**config.mk**
```make
export PLATFORM = sky130hd
export DESIGN_NAME = fifo_stream_reader
export DESIGN_NICKNAME = d
export VERILOG_FILES = /design/src/rtl/fifo_stream_reader.sv
export SDC_FILE = /design/constraint.sdc
export NUM_CORES = 1
export LEC_CHECK = 0
export CELL_PAD_IN_SITES_DETAIL_PLACEMENT = 1
export CELL_PAD_IN_SITES_GLOBAL_PLACEMENT = 1
export CORE_MARGIN = 5
export CORE_UTILIZATION = 50
export DETAILED_ROUTE_END_ITERATION = 8
export DONT_BUFFER_PORTS = 1
export GPL_TIMING_DRIVEN = 1
export PLACE_DENSITY_LB_ADDON = 0.15
export SYNTH_ARGS = -nofsm -noshare
export SYNTH_HDL_FRONTEND = slang
export SYNTH_SLANG_ARGS = --single-unit
export TNS_END_PERCENT = 1
```
**constraint.sdc**
```tcl
create_clock -name clk_i -period 2.64 [get_ports clk_i]
set_input_delay 0.66 -clock clk_i [delete_from_list [all_inputs] [get_ports clk_i]]
set_output_delay 0.66 -clock clk_i [all_outputs]
set_load 0.03 [all_outputs]
```
**src/rtl/fifo_stream_reader.sv**
```systemverilog
// Read-side controller for syn_fifo: turns the FIFO's registered read port into a
// gapless valid/ready stream with flush support. Optional beat counter: STREAM_RD_CNT_EN.
module fifo_stream_reader #(
    parameter int WIDTH      = 8,
    parameter int OBUF_DEPTH = 3,
    parameter int CNT_WIDTH  = 16,
    localparam int OCC_WIDTH = $clog2(OBUF_DEPTH + 1)
) (
    input  logic                 clk_i,
    input  logic                 rst_i,
    output logic                 rd_en_o,
    input  logic [WIDTH-1:0]     rdata_i,
    input  logic                 empty_i,
    output logic                 m_valid_o,
    output logic [WIDTH-1:0]     m_data_o,
    input  logic                 m_ready_i,
    input  logic                 flush_i,
    output logic                 flush_done_o
`ifdef STREAM_RD_CNT_EN
    ,
    output logic [CNT_WIDTH-1:0] rd_count_o
`endif
);

    localparam int PTR_W = $clog2(OBUF_DEPTH);

    if (OBUF_DEPTH < 2 || CNT_WIDTH < 1) begin : g_param_check
        $error("fifo_stream_reader: OBUF_DEPTH must be >= 2 and CNT_WIDTH >= 1");
    end

    typedef enum logic {
        RUN   = 1'b0,
        FLUSH = 1'b1
    } state_t;

    state_t               state_q, state_d;
    logic [OCC_WIDTH-1:0] occ_q, occ_d;
    logic                 inflight_q;
    logic [PTR_W-1:0]     head_q, head_d;
    logic [PTR_W-1:0]     tail_q, tail_d;
    logic [WIDTH-1:0]     buf_q [OBUF_DEPTH];

    logic                 push;
    logic                 pop;
    logic [OCC_WIDTH:0]   pending;

    function automatic logic [PTR_W-1:0] ptr_inc(input logic [PTR_W-1:0] p);
        return (p == PTR_W'(OBUF_DEPTH - 1)) ? '0 : p + 1'b1;
    endfunction

    assign m_valid_o = (state_q == RUN) && (occ_q != '0);
    assign m_data_o  = buf_q[head_q];

    // Words already requested count against buffer space, so a read is only
    // issued when its data is guaranteed a slot on arrival.
    assign pending = {1'b0, occ_q} + (OCC_WIDTH + 1)'(inflight_q);

    always_comb begin
        // NOTE: every output of this block gets a default first, so no path
        // through the case can leave one unassigned and infer a latch.
        state_d      = state_q;
        occ_d        = occ_q;
        head_d       = head_q;
        tail_d       = tail_q;
        rd_en_o      = 1'b0;
        flush_done_o = 1'b0;
        push         = 1'b0;
        pop          = m_valid_o && m_ready_i;

        case (state_q)
            RUN: begin
                rd_en_o = !rst_i && !empty_i && !flush_i &&
                          (pending < (OCC_WIDTH + 1)'(OBUF_DEPTH));
                if (flush_i) begin
                    state_d = FLUSH;
                    occ_d   = '0;
                    head_d  = '0;
                    tail_d  = '0;
                end else begin
                    push = inflight_q;
                    if (push) tail_d = ptr_inc(tail_q);
                    if (pop)  head_d = ptr_inc(head_q);
                    occ_d = occ_q + OCC_WIDTH'(push) - OCC_WIDTH'(pop);
                end
            end
            FLUSH: begin
                // Keep draining; anything that arrives here is dropped.
                rd_en_o = !rst_i && !empty_i;
                if (!flush_i && empty_i && !inflight_q) begin
                    state_d      = RUN;
                    flush_done_o = !rst_i;
                end
            end
            default: state_d = RUN;
        endcase
    end

    always_ff @(posedge clk_i) begin
        // NOTE: state registers use non-blocking assignments so every flop
        // samples the pre-edge values, independent of statement order.
        if (rst_i) begin
            state_q    <= RUN;
            occ_q      <= '0;
            inflight_q <= 1'b0;
            head_q     <= '0;
            tail_q     <= '0;
        end else begin
            state_q    <= state_d;
            occ_q      <= occ_d;
            inflight_q <= rd_en_o;
            head_q     <= head_d;
            tail_q     <= tail_d;
        end
    end

    always_ff @(posedge clk_i) begin
        // NOTE: the buffer is reset (it is only a few words) so m_data_o reads
        // zero out of reset instead of leaking stale or unknown contents.
        if (rst_i) begin
            for (int i = 0; i < OBUF_DEPTH; i++) buf_q[i] <= '0;
        end else if (push) begin
            buf_q[tail_q] <= rdata_i;
        end
    end

`ifdef STREAM_RD_CNT_EN
    logic [CNT_WIDTH-1:0] rd_count_q;

    always_ff @(posedge clk_i) begin
        if (rst_i) begin
            rd_count_q <= '0;
        end else if (pop) begin
            rd_count_q <= rd_count_q + 1'b1;
        end
    end

    assign rd_count_o = rd_count_q;
`endif

endmodule
```
==> flow_summary.ini, run 1 <==
[run]
cap_violations = 0

[die]
start_util_pct = 51.6
core_area_sq_um = 3660
fp.dieW_um = 71.5
ios = 24
rows = 22
die_h_um = 71.5
dieArea_sq_um = 5110

[global_route]
grt_pass1_vias = 1201
antenna_found_initial = 0
track_usage_pct = 16.1
grt_remaining_overflow = 0
grt_max_degree = 20
grt_pass1_wl_um = 6190

[timing]
setup_tns_ps = 0
min_period_ps = 2460
timing.final.crit_share_pct = 93.0
fmax_mhz = 407
slew_headroom_pct = 60.4
fin_skew_ps = 2.01
rsz0062_at_grt = no
worst_pin_slew_ps = 593
slew_violations = 0
hold_viol_final = 0
setup_viol = 0

[clock_network]
cts_hold_buf = 0
clock_tree.buffer_depth = 2
clkTransAtPathRegs_ps = 80
numCtsBuffers = 5
cts_resized = 0
cts_setup_buffers = 0
cts_tree = done
clockRootBuffer = clkbuf_8
clock-sinks = 42
h-tree-depth = 2
clock_latency_ps = 290

[worst_hold_path]
hold-path-endpoint = tail_q[0]
worstHoldStart = rst_i
hp-class = in -> reg
min_path_cells = 1

[setup_path]
arrival_ps = 1800
r2r-start = inflight_q
reg2reg_slack_ps = 770
r2r_cells = 3
crit_type = reg -> out
timing.rr.end = buf_q[0][1]
critical_path.endpoint_type = primary output
path_max_fanout = 5
critPathRequiredTime_ps = 1980
startpoint_type = flip-flop

[synthesis]
synthDistinctLibCells = 36
synth_nets = 149
yosysMostFrequentCell = edfxtp_1
synth_top_area_cell = edfxtp_1
synth_cells = 132
ys_top_cells_by_area = edfxtp_1 51%, dfxtp_1 11%, mux4_2 9.5%, and2_1 7.9%, ha_1 2.6%
synth_commonest_cells = 32 x edfxtp_1, 24 x and2_1, 10 x dfxtp_1
synth-main-ff-cell = edfxtp_1
synth-edff-count = 32
yosys_register_bits = 42
synth.avg_cell_area_sq_um = 14.3
yosysWarnings = 0
async_flop_share_pct = 0
syn_area_sq_um = 1890
seq_area_frac_synth_pct = 61.5
yosys.area.top_type_share_pct = 50.9

[drt]
drt-total-wl_um = 3680
ant_nets = 0
routedWlPerCell_um = 19.8
drc = 0
drtIter0Drc = 67
firstDrtPassIters = 4
route.vias.total = 1031
vias_per_cell = 5.54

[power_and_ir_drop]
leakagePower_nw = 0.734
p_comb_share_pct = 5.1
powerDensity_nw_per_um2 = 603
clockPowerShare_pct = 34.9
max-vdd-ir-drop_v = 0.000295
intPower_mw = 0.960
p_seq_share_pct = 60.0
p_total_mw = 1.23
switching_share_pct = 22.1
p_sw_mw = 0.272

[placement]
port_buffers = 0
gp_congestion = 0.677
post-dp-hpwl_um = 2610

[finish]
nFillCells = 370
drive_above_1_share_pct = 20.3
final_nets = 154
n_antenna_cell = 0
syn2layout_area_growth_pct = 8.08

[status]
run_status = complete, no violations
worst max-delay path, cell delays in order (launching register included):
cell and delay, ps:
dfxtp_1 350, ha_1 210, ha_1 270, a211oi_1 240, nor2_1 80, nor3_1 160
buf_4 190
per-layer routing:
metal | vias to the layer above | GRT usage (%) | wire [um]
li1 | 492 | - | -
met2 | 21 | 29.7 | 1990
met4 | 0 | 4.38 | 37
met3 | 6 | 4.07 | 161
met5 | - | 0 | 0
met1 | 512 | 18.3 | 1480
stage by stage:
step	hold WS (ps)	std cells	setup slack, ps	util, %	area (sq um)
floorplan	450	132	80.3	-	1890
global placement	476	178	551	53.2	1950
detailed placement	480	178	488	53.2	1950
CTS	413	186	158	55.8	2040
global route	407	186	11.1	55.8	2040
finish	426	186	184	55.8	2040
how the worst max path moves through the flow:
| stage | startpoint | endpoint | slack [ps] | cells past startpoint |
|---|---|---|---|---|
| global placement | occ_q[0] | rd_en_o | 550 | 6 |
| finish | occ_q[0] | rd_en_o | 180 | 6 |
| detailed placement | occ_q[0] | rd_en_o | 490 | 6 |
| CTS | occ_q[0] | rd_en_o | 160 | 6 |
| global route | inflight_q | rd_en_o | 10 | 6 |
| floorplan | rst_i | flush_done_o | 80 | 2 |
placed cells by master (no fill, tap or decap), drive strengths merged:
master    instances
a21oi             4
o221ai            1
a211oi            1
clkinv            1
or3               1
o22ai             1
nand2b            5
clkinvlp          1
o21ai             1
nand3b            1
or4               1
mux4              8
dfxtp            10
o21bai            1
inv               4
buf               4
or2               3
xor2              1
o32ai             1
ha                4
and2             24
nor3              4
edfxtp           32
nand4bb           1
nor4b             1
a22oi             1
nand2             4
or3b              1
nor2              8
nor4              2
clkbuf            6
area by class of cell:
class	count	area, sq um	share of cell area, %
timing repair buffer	4	30.0	1.47
sequential	42	1160	56.9
tap	48	60.1	2.94
clock buffer	6	82.6	4.04
inverter	4	15.0	0.735
multi-input combinational	80	681	33.3
clock inverter	2	12.5	0.613
state kept, by name, indices dropped and copies added, names as in the netlist, named ones only:
register	flops
inflight_q	1
occ_q	2
head_q	2
buf_q	32
tail_q	2
state_q	1
power groups by stage:
stage                     Sequential, mW  Clock, mW  Combinational [mW]
after floorplan                    0.747          0              0.0631
after global placement             0.753          0              0.0621
after detailed placement           0.754          0              0.0645
after CTS                          0.740      0.440              0.0648
after global routing               0.742      0.472              0.0688
final                              0.739      0.430              0.0630
kinds of logic after synthesis:
| kind of cell | after synthesis | share of synthesized area, % |
|---|---|---|
| AOI/OAI and AO/OA | 11 | 3.97 |
| and+or+nand+nor | 56 | 19.4 |
| adders and majority gates | 4 | 2.65 |
| muxes | 8 | 9.54 |
| DFF | 42 | 61.5 |
| xor gates and xnor gates | 1 | 0.464 |
| buffers and inverters | 10 | 2.52 |
No activity file was read; power rests on OpenSTA's default activity.
==> run 2, diff against run 1 <==
- CTS_CLUSTER_SIZE: default -> 14
- PLACE_DENSITY: default -> 0.82
- PLACE_DENSITY_LB_ADDON: 0.15 -> default
==> run 2 against run 1 <==
Cell count unchanged. Total power down 1.2%. Routed wire length down 5.7%. Clock power down 3%. Maximum frequency up 0.94%. Count of clock-buffer cells in the layout down 1. Setup slack better by 23 ps. Utilization about the same. First-iteration DRC count down 21%. Critical path type unchanged. Critical endpoint unchanged.
==> flow_summary.ini, run 2 (synthesized netlist as in run 1, its figures left out) <==
[status]
run_status = complete, no violations

[setup_path]
path_max_fanout = 5
arrival_ps = 1770
startpoint_type = flip-flop
critPathRequiredTime_ps = 1980
critical_path.endpoint_type = primary output
crit_type = reg -> out

[global_route]
antenna_found_initial = 0
grt_max_degree = 20
grt_pass1_vias = 1114
grt_pass1_wl_um = 5750
track_usage_pct = 15.1
grt_remaining_overflow = 0

[timing]
slew_headroom_pct = 60.5
fin_hold_ws_ps = 426
setup_viol = 0
fmax_mhz = 411
timing.final.crit_share_pct = 92.2
min_period_ps = 2430
setup_tns_ps = 0
fin_skew_ps = 6.93
worst_pin_slew_ps = 592
slew_violations = 0
rsz0062_at_grt = no
hold_viol_final = 0

[clock_network]
cts_resized = 0
cts_hold_buf = 0
clock_latency_ps = 300
cts_tree = done
clock_tree.buffer_depth = 2
cts_setup_buffers = 0
numCtsBuffers = 5
clockRootBuffer = clkbuf_8
clkTransAtPathRegs_ps = 80
clock-sinks = 42
h-tree-depth = 2

[drt]
ant_nets = 0
firstDrtPassIters = 4
route.vias.total = 1045
top_layer_used = met4
route.met2.wl_um = 1770
vias_per_cell = 5.62
routedWlPerCell_um = 18.6
drc = 0
drt-total-wl_um = 3470
wl_met3_um = 251
drtIter0Drc = 53
met1_length_um = 1390

[finish]
largest_register_ffs = 32
final_nets = 154
mostFrequentLayoutCells = 32 x edfxtp_1, 24 x and2_1, 10 x dfxtp_1
syn2layout_area_growth_pct = 8.01
nFillCells = 354
n_antenna_cell = 0
multi_input_area_sq_um = 681
regArea_sq_um = 1160
drive_above_1_share_pct = 20.3
fin_util_pct = 55.7
mostFrequentLayoutCell = edfxtp_1
top_register = buf_q

[power_and_ir_drop]
leakagePower_nw = 0.731
max-vdd-ir-drop_v = 0.000243
powerDensity_nw_per_um2 = 596
p_total_mw = 1.22

[die]
die_h_um = 71.5
dieArea_sq_um = 5110
ios = 24
rows = 22
fp.dieW_um = 71.5
start_util_pct = 51.6
core_area_sq_um = 3660

[placement]
gp_congestion = 0.738
port_buffers = 0
post-dp-hpwl_um = 2530

[run]
cap_violations = 0

[worst_hold_path]
hp-class = in -> reg
run 2: critical path, cell delays in order (launching register included):
cell	delay, ps
dfxtp_1	350
ha_1	210
ha_1	260
a211oi_1	230
nor2_1	80
nor3_1	170
buf_4	190
run 2: layout make-up:
class | instances | share of cell area [%]
clock buffers | 5 | 3.37
clock inverters | 3 | 1.23
inverters | 4 | 0.736
multi-input cells | 80 | 33.4
flip-flops and latches | 42 | 56.9
well taps | 48 | 2.94
repair buffers | 4 | 1.47
run 2: final timing paths:
kind                   start  slack, ps           to  depth (start not counted)
setup reg to reg  inflight_q        740  buf_q[1][3]                          3
setup / recovery    occ_q[0]        210      rd_en_o                          6
hold / removal         rst_i        430    tail_q[0]                          1
hold reg to reg    tail_q[1]        500    tail_q[1]                          2
run 2: power by group:
part | switching, mW | leakage, nW | internal (mW)
clock | 0.225 | 0.0447 | 0.191
combinational | 0.0390 | 0.284 | 0.0233
sequential | 0.0127 | 0.402 | 0.726
run 2: routing by layer:
metal	vias to the layer above	track usage, %
li1	494	-
met1	509	18.4
met2	34	25.2
met3	8	4.35
met4	0	6.26
met5	-	0
run 2: through the flow:
step | cell area, sq um | instances | setup WS [ps]
global route | 2040 | 186 | 49.4
finish | 2040 | 186 | 207
floorplan | 1890 | 132 | 80.3
detailed placement | 1950 | 178 | 526
global placement | 1950 | 178 | 553
CTS | 2040 | 186 | 182
==> run 3, diff against run 2 <==
- CORE_UTILIZATION: 50 -> 40
- PLACE_DENSITY: 0.82 -> 0.69
==> run 3 against run 2 <==
Maximum frequency fell by 1.8%. Critical path type unchanged. Final area grew 0.25%. Non-clock buffer count is the same. Total power fell by 1.8%. First-iteration DRC count is 13% higher. Register-to-register slack improved by 40 ps. Largest power group unchanged. Flip-flop and latch count is the same. Via count decreased by 1.1%. Utilization shrank 12 points. Critical path depth did not move.
==> flow_summary.ini, run 3 (synthesized netlist as in run 1, its figures left out) <==
[status]
run_status = complete, no violations

[die]
dieArea_sq_um = 6200
start_util_pct = 40.5
rows = 25
fp.dieW_um = 78.7
die_h_um = 78.7
ios = 24
core_area_sq_um = 4660

[clock_network]
cts_tree = done
cts_setup_buffers = 0
clkTransAtPathRegs_ps = 80
clock_latency_ps = 290
clock-sinks = 42
clockRootBuffer = clkbuf_8
numCtsBuffers = 5
clock_tree.buffer_depth = 2
h-tree-depth = 2

[drt]
ant_nets = 0
drt-total-wl_um = 3580
drtIter0Drc = 60
route.vias.total = 1034
firstDrtPassIters = 4
vias_per_cell = 5.39
drc = 0
routedWlPerCell_um = 18.6

[timing]
timing.final.crit_share_pct = 93.9
fin_skew_ps = 6.03
hold_viol_final = 0
setup_viol = 0
timing.final.ws_setup_ps = 162
setup_tns_ps = 0
slew_headroom_pct = 62.5
min_period_ps = 2480
worst_pin_slew_ps = 562
rsz0062_at_grt = no
fin_hold_ws_ps = 421
slew_violations = 0
fmax_mhz = 404

[setup_path]
crit_type = reg -> out
critical_path.endpoint_type = primary output
startpoint_type = flip-flop
r2r_cells = 3
critPathRequiredTime_ps = 1980
arrival_ps = 1820
path_max_fanout = 5

[placement]
post-dp-hpwl_um = 2550
gp_congestion = 0.719
port_buffers = 0
dp_slack_ps = 491

[worst_hold_path]
hp-class = in -> reg
min_path_cells = 1

[finish]
syn2layout_area_growth_pct = 8.28
n_antenna_cell = 0
top_register = buf_q
drive_above_1_share_pct = 20.3
mostFrequentLayoutCell = edfxtp_1
mostFrequentLayoutCells = 32 x edfxtp_1, 24 x and2_1, 10 x dfxtp_1
final_nets = 154
largest_register_ffs = 32

[global_route]
grt_max_degree = 20
antenna_found_initial = 0
track_usage_pct = 12.7
grt_pass1_vias = 1111
grt_remaining_overflow = 0
grt_pass1_wl_um = 5750

[power_and_ir_drop]
powerDensity_nw_per_um2 = 584
leakagePower_nw = 0.732
max-vdd-ir-drop_v = 0.000187

[run]
cap_violations = 0
==> run 3: cell count changes in the layout (fill, tap and decap cells not counted), sizes merged <==
cell,change
clkbuf,+1
clkinvlp,-1
inv,-1
clkinv,+1
==> run 3: stage by stage <==
stage | cell area, sq um | power, mW | util [%] | std cells
after floorplan | 1890 | 0.810 | - | 132
after global placement | 1950 | 0.815 | 41.9 | 184
after detailed placement | 1950 | 0.818 | 41.9 | 184
after CTS | 2040 | 1.21 | 43.7 | 192
after global routing | 2050 | 1.25 | 43.9 | 192
final | 2050 | 1.19 | 43.9 | 192
==> run 3: critical path, cell delays in order (launching register included) <==
cell and delay (ps):
dfxtp_1 360, ha_1 220, ha_1 290, a211oi_2 220, nor2_1 90, nor3_2 180, buf_4 180
==> run 3: worst paths after layout <==
| kind | to | startpoint | slack, ps |
|---|---|---|---|
| max | rd_en_o | occ_q[0] | 160 |
| min | tail_q[0] | rst_i | 420 |
| max reg2reg | buf_q[1][5] | inflight_q | 780 |
| min reg2reg | tail_q[1] | tail_q[1] | 490 |
==> run 3: where the power goes <==
group | internal (mW) | switching (mW)
Combinational | 0.0240 | 0.0392
Sequential | 0.726 | 0.0128
Clock | 0.182 | 0.211
==> run 3: cell type report <==
class	count	area, sq um
fillers	473	2620
flip-flops and latches	42	1160
multi-input cells	80	691
clock buffers	6	72.6
well taps	54	67.6
repair buffers	4	30.0
inverters	4	15.0
clock inverters	2	8.76
==> run 3: repair_timing <==
item,CTS,global route
setup endpoints to repair,0,1
hold buffers,0,0
gates resized for setup,0,2
==> run 3: metal layers <==
metal	wire [um]	share of wire (%)	up-vias	track usage, %
li1	-	-	498	-
met1	1490	42	510	14.4
met2	1790	50	21	21.1
met3	231	6.5	5	4.76
met4	67	1.9	0	5.77
met5	0	0	-	0
==> patch 1: new RTL, flow settings as in run 1 <==
Add a define of `STREAM_RD_CNT_EN`.
--- a/src/rtl/fifo_stream_reader.sv
+++ b/src/rtl/fifo_stream_reader.sv
@@ -2,2 +2,4 @@
 // gapless valid/ready stream with flush support. Optional beat counter: STREAM_RD_CNT_EN.
+`define STREAM_RD_CNT_EN
+
 module fifo_stream_reader #(
Check against the original RTL (old outputs only; new: rd_count_o): equivalent (equiv_simple and equiv_induct, registers matched by name and starting in step).
==> patch 1 against run 1 <==
  * Non-clock buffer count grew 1
  * Synthesized area rose by 38%
  * Sequential cell count increased by 16
  * Wire length is 48% higher
  * Hold slack lost 0.032 ns
  * Final area rose by 40%
  * Core utilization is 0.41 points higher
  * First-iteration DRC count increased by 1.5%
  * Global-route usage rose by 2.3 points
  * Sequential power is 33% higher
  * Worst setup slack got worse by 0.0036 ns
  * Count of clock-buffer cells in the layout rose by 5
  * Power is 46% higher
  * Critical path type unchanged
  * Critical endpoint unchanged
  * Largest cell class unchanged
  * Highest routed layer unchanged
==> patch 1: results (changes against run 1) <==
* Clock skew at 0.00850 ns (+0.00649 ns)
* Port bufs at 0 (unchanged)
* Adder-cell share of the synthesized area at 2.41% (-0.24 points)
* Top cells by count, synth: edfxtp_1, and2_1, dfxtp_1, nor2_1, a21oi_1
* Avg WL per Cell at 18.5 um (-6.3%)
* Critical path data arrival time at 1.80 ns (about the same)
* Clk Latency, worst-skew pair at 0.33 ns (+0.04 ns)
* Dpl cell area at 0.00268 mm2 (+37%)
* Unique masters post-synth at 38 (+5.6%)
* First-pass GRT wire length at 8890 um (+44%)
* Drt via density at 5.65 (+2.0%)
* Status: completed
* Gpl congestion at 0.714 (+5.6%)
* Met2 wire length at 2950 um (+48%)
* Vias in the first global route at 1814 (+51%)
* Internal power at 1.42 mW (+48%)
* Xor and xnor area share after synthesis at 3.03% (+2.6 points)
* Global routing usage on met3 at 5.97% (+1.9 points)
* GR Layer Usage met2 at 33.5% (+3.8 points)
* Synth area leaders: edfxtp_1, dfxtp_1, mux4_2, and2_1, nor2_1
* VDD IR-drop max at 0.000295 V (about the same)
* Hpwl dp at 3910 um (+50%)
* Synth Instances at 212 (+61%)
* CTS Buf Count at 9 (+4)
* Depth of the CTS H-tree at 3 (+1)
* Met3 routed WL at 312 um (+94%)
* Pre-CTS WS at 0.306 ns (-0.182 ns)
* Tightest Pin Transition at 0.558 ns (-0.0351 ns)
* Drt initial violations at 68 (+1.5%)
* Seq/Total Area, Yosys at 57.0% (-4.5 points)
* Fill cells at 549 (+48%)
* Worst-path clk slew at 0.06 ns (-0.02 ns)
* CP max FO at 4 (-1)
* Largest net degree at the start of global routing at 33 (+65%)
* Final WL at 5420 um (+48%)
* Highest Signal Layer: met4
* Final Cell Area at 0.00285 mm2 (+40%)
* Grt met1 use at 19.3% (+0.98 points)
* Placed instance count at 277 (+56%)
* Total GRT Usage at 18.4% (+2.3 points)
* Syn nets at 230 (+54%)
* Final #Nets at 236 (+53%)
* Yosys warning total at 0 (unchanged)
* Leakage at 1.02 nW (+39%)
* Post-synthesis compound-gate area fraction at 5.87% (+1.9 points)
* Mux cell area share after synthesis at 7.31% (-2.2 points)
* M1 WL at 2070 um (+39%)
[patch 1: cell count changes in the layout (fill, tap and decap cells not counted), sizes merged, moves of 3 or more]
cell,run 1,this run
o21ai,1,8
clkinv,1,4
and4,0,3
dfxtp,10,26
clkbuf,6,11
nand4,0,7
nor2,8,19
a21oi,4,13
and3,0,4
xor2,1,7
nand2,4,7
nand3,0,5
nand2b,5,2
or3,1,7
[patch 1: power by group through the flow]
stage,combinational [mW],sequential (mW),clock [mW]
3_5_place_dp,0.0683,1.00,0
3_3_place_gp,0.0652,0.997,0
6_report,0.0670,0.980,0.753
5_1_grt,0.0724,0.981,0.812
4_1_cts,0.0686,0.980,0.763
2_1_floorplan,0.0694,0.993,0
[patch 1: final timing paths]
kind	startpoint	to	slack [ns]	cells past startpoint
setup / recovery	occ_q[0]$_SDFFE_PP0N_	rd_en_o	0.18	6
hold reg to reg	head_q[0]$_SDFFE_PP0N_	flip-flop	0.49	2
setup reg to reg	state_q$_SDFF_PP0_	occ_q[1]$_SDFFE_PP0N_	0.32	9
hold / removal	empty_i	inflight_q$_SDFF_PP0_	0.39	1
[patch 1: final cells by class]
cell class | count | area, um2 | share of cell area [%]
timing repair buffer | 5 | 37.5 | 1.32
sequential | 58 | 1480 | 52.0
multi-input combinational | 141 | 1060 | 37.1
tap | 70 | 87.6 | 3.07
clock inverter | 5 | 45.0 | 1.58
inverter | 3 | 11.3 | 0.395
clock buffer | 11 | 131 | 4.61
[patch 1: cells by family (layout without fill, tap and decap cells)]
group / count (synthesis) / in the layout
AOI/OAI and AO/OA: 26 / 26
xor gates and xnor gates: 9 / 9
adders and majority gates: 5 / 5
buffers and inverters: 13 / 24
DFF: 58 / 58
muxes: 9 / 9
and+or+nand+nor: 92 / 92
==> patch 2: new RTL, settings of run 1 <==
Without the edit above. The parameter `WIDTH` goes from 8 to 7.
--- a/src/rtl/fifo_stream_reader.sv
+++ b/src/rtl/fifo_stream_reader.sv
@@ -3,3 +3,3 @@
 module fifo_stream_reader #(
-    parameter int WIDTH      = 8,
+    parameter int WIDTH      = 7,
     parameter int OBUF_DEPTH = 3,
Interface: changed (resized m_data_o and rdata_i); port bits go from 24 to 22. The function was not compared with the original's and may differ.
==> patch 2 against run 1 <==
  * Synthesized area fell by 8.3%
  * Sequential cell count fell by 4
  * Sequential share of layout area fell by 2.1 points
  * Hold slack got worse by 0.075 ns
  * Wire length fell by 8.0%
  * Worst setup slack got worse by 0.040 ns
  * Final area fell by 7.0%
  * Register-to-register slack got worse by 0.26 ns
  * Final cell count fell by 5.9%
  * Clock skew rose by 0.0078 ns
  * Non-clock buffer count did not move
  * Fmax fell by 1.6%
  * Power fell by 0.10%
==> patch 2: results (changes against run 1) <==
* Net Sw Frac at 20.9% (-1.2 points)
* Status: completed
* Root buf cell: clkbuf_4
* Largest net degree at the start of global routing at 18 (-10%)
* Vias in the first global route at 1085 (-9.7%)
* Reg2reg end: occ_q[1]$_SDFFE_PP0N_
* Synth Instances at 123 (-6.8%)
* First-pass GRT wire length at 5440 um (-12%)
* Tightest Pin Transition at 0.513 ns (-0.0796 ns)
* Yosys warning total at 0 (unchanged)
* Initial antenna violation count at 0 (unchanged)
* Placed instance count at 167 (-6.2%)
* Drt initial violations at 107 (+60%)
* Unique masters post-synth at 35 (-2.8%)
* DR pass1 iterations at 4 (unchanged)
* Synth area leaders: edfxtp_1, dfxtp_1, mux4_2, and2_1, ha_1
* Worst-path clk slew at 0.12 ns (+0.04 ns)
* Top_reg_cell synth: edfxtp_1
* Biggest cell delay along the critical path at 0.36 ns
* Seq. pwr at 0.662 mW (-10%)
* Largest register FFs at 28 (-13%)
* Fin. max-slew vios at 0 (unchanged)
* CTS Buf Count at 5 (unchanged)
* Highest Signal Layer: met4
* Pre-CTS WS at 0.471 ns (-0.0173 ns)
* M1 WL at 1230 um (-17%)
* R2R depth at 8 (+5)
* Leakage at 0.672 nW (-8.4%)
* GR Layer Usage met2 at 31.2% (+1.5 points)
* Share of layout cells above drive strength 1 at 21.7% (+1.4 points)
* Worst hold slack at 0.351 ns (-0.0750 ns)
* Grt met1 use at 17.0% (-1.3 points)
* Seq/Total Area, Yosys at 60.1% (-1.3 points)
* Ys async rst share at 0% (unchanged)
* Total GRT Usage at 17.1% (+1.0 points)
* Clk Latency, worst-skew pair at 0.36 ns (+0.07 ns)
* Sequential power share at 53.8% (-6.2 points)
* Met3 routed WL at 209 um (+30%)
* Top cells by count, synth: edfxtp_1, and2_1, dfxtp_1, mux4_2
* CP max FO at 4 (-1)
* Worst R2R Start: occ_q[1]$_SDFFE_PP0N_
* Flop2flop setup slack at 0.51 ns (-0.26 ns)
* Clock skew at 0.00981 ns (+0.00780 ns)
* Combinational cell power at 0.0619 mW (-2%)
* Vias at 983 (-4.7%)
* Fill cells at 337 (-8.9%)
* Hpwl dp at 2400 um (-8.2%)
* Drt via density at 5.62 (+1.3%)
* Global routing usage on met3 at 6.32% (+2.3 points)
* Number of flops mapped to enable cells by yosys at 28 (-13%)
* Final Cycle Share at 94.6% (+1.5 points)
* Dpl cell area at 0.00179 mm2 (-8.2%)
* Critical path data arrival time at 1.84 ns (+0.04 ns)
* WHS Endpoint: tail_q[1]$_SDFFE_PP0P_
* Syn nets at 139 (-6.7%)
* VDD IR-drop max at 0.000320 V (+8.4%)
* Gpl congestion at 0.726 (+7.3%)
* Met2 wire length at 1860 um (-6.6%)
* Final WL at 3380 um (-8.0%)
==> patch 2: changes by cell type in the layout (fill, tap and decap cells not counted), sizes merged, moves of 2 or more <==
cell / run 1 / this run
edfxtp: 32 / 28
nand3b: 1 / 4
and2: 24 / 22
bufinv: 0 / 2
nor2: 8 / 6
==> patch 2: logic make-up after synthesis <==
kind of cell	Yosys count	share of synthesized area, %
AND/OR/NAND/NOR	54	20.7
flip-flops	38	60.1
AO/OA/AOI/OAI	9	3.61
buffers and inverters	9	2.46
multiplexers	8	9.68
adder cells (fa/ha/maj)	4	2.89
XOR/XNOR	1	0.506
==> patch 2: layout make-up <==
| type | instances | area (um2) | share of cell area (%) |
|---|---|---|---|
| Clock inverter | 3 | 68.8 | 3.62 |
| Sequential cell | 38 | 1040 | 54.8 |
| Tap cell | 46 | 57.6 | 3.03 |
| Multi-Input combinational cell | 76 | 653 | 34.4 |
| Timing Repair Buffer | 4 | 30.0 | 1.58 |
| Clock buffer | 5 | 37.5 | 1.98 |
| Inverter | 3 | 11.3 | 0.593 |
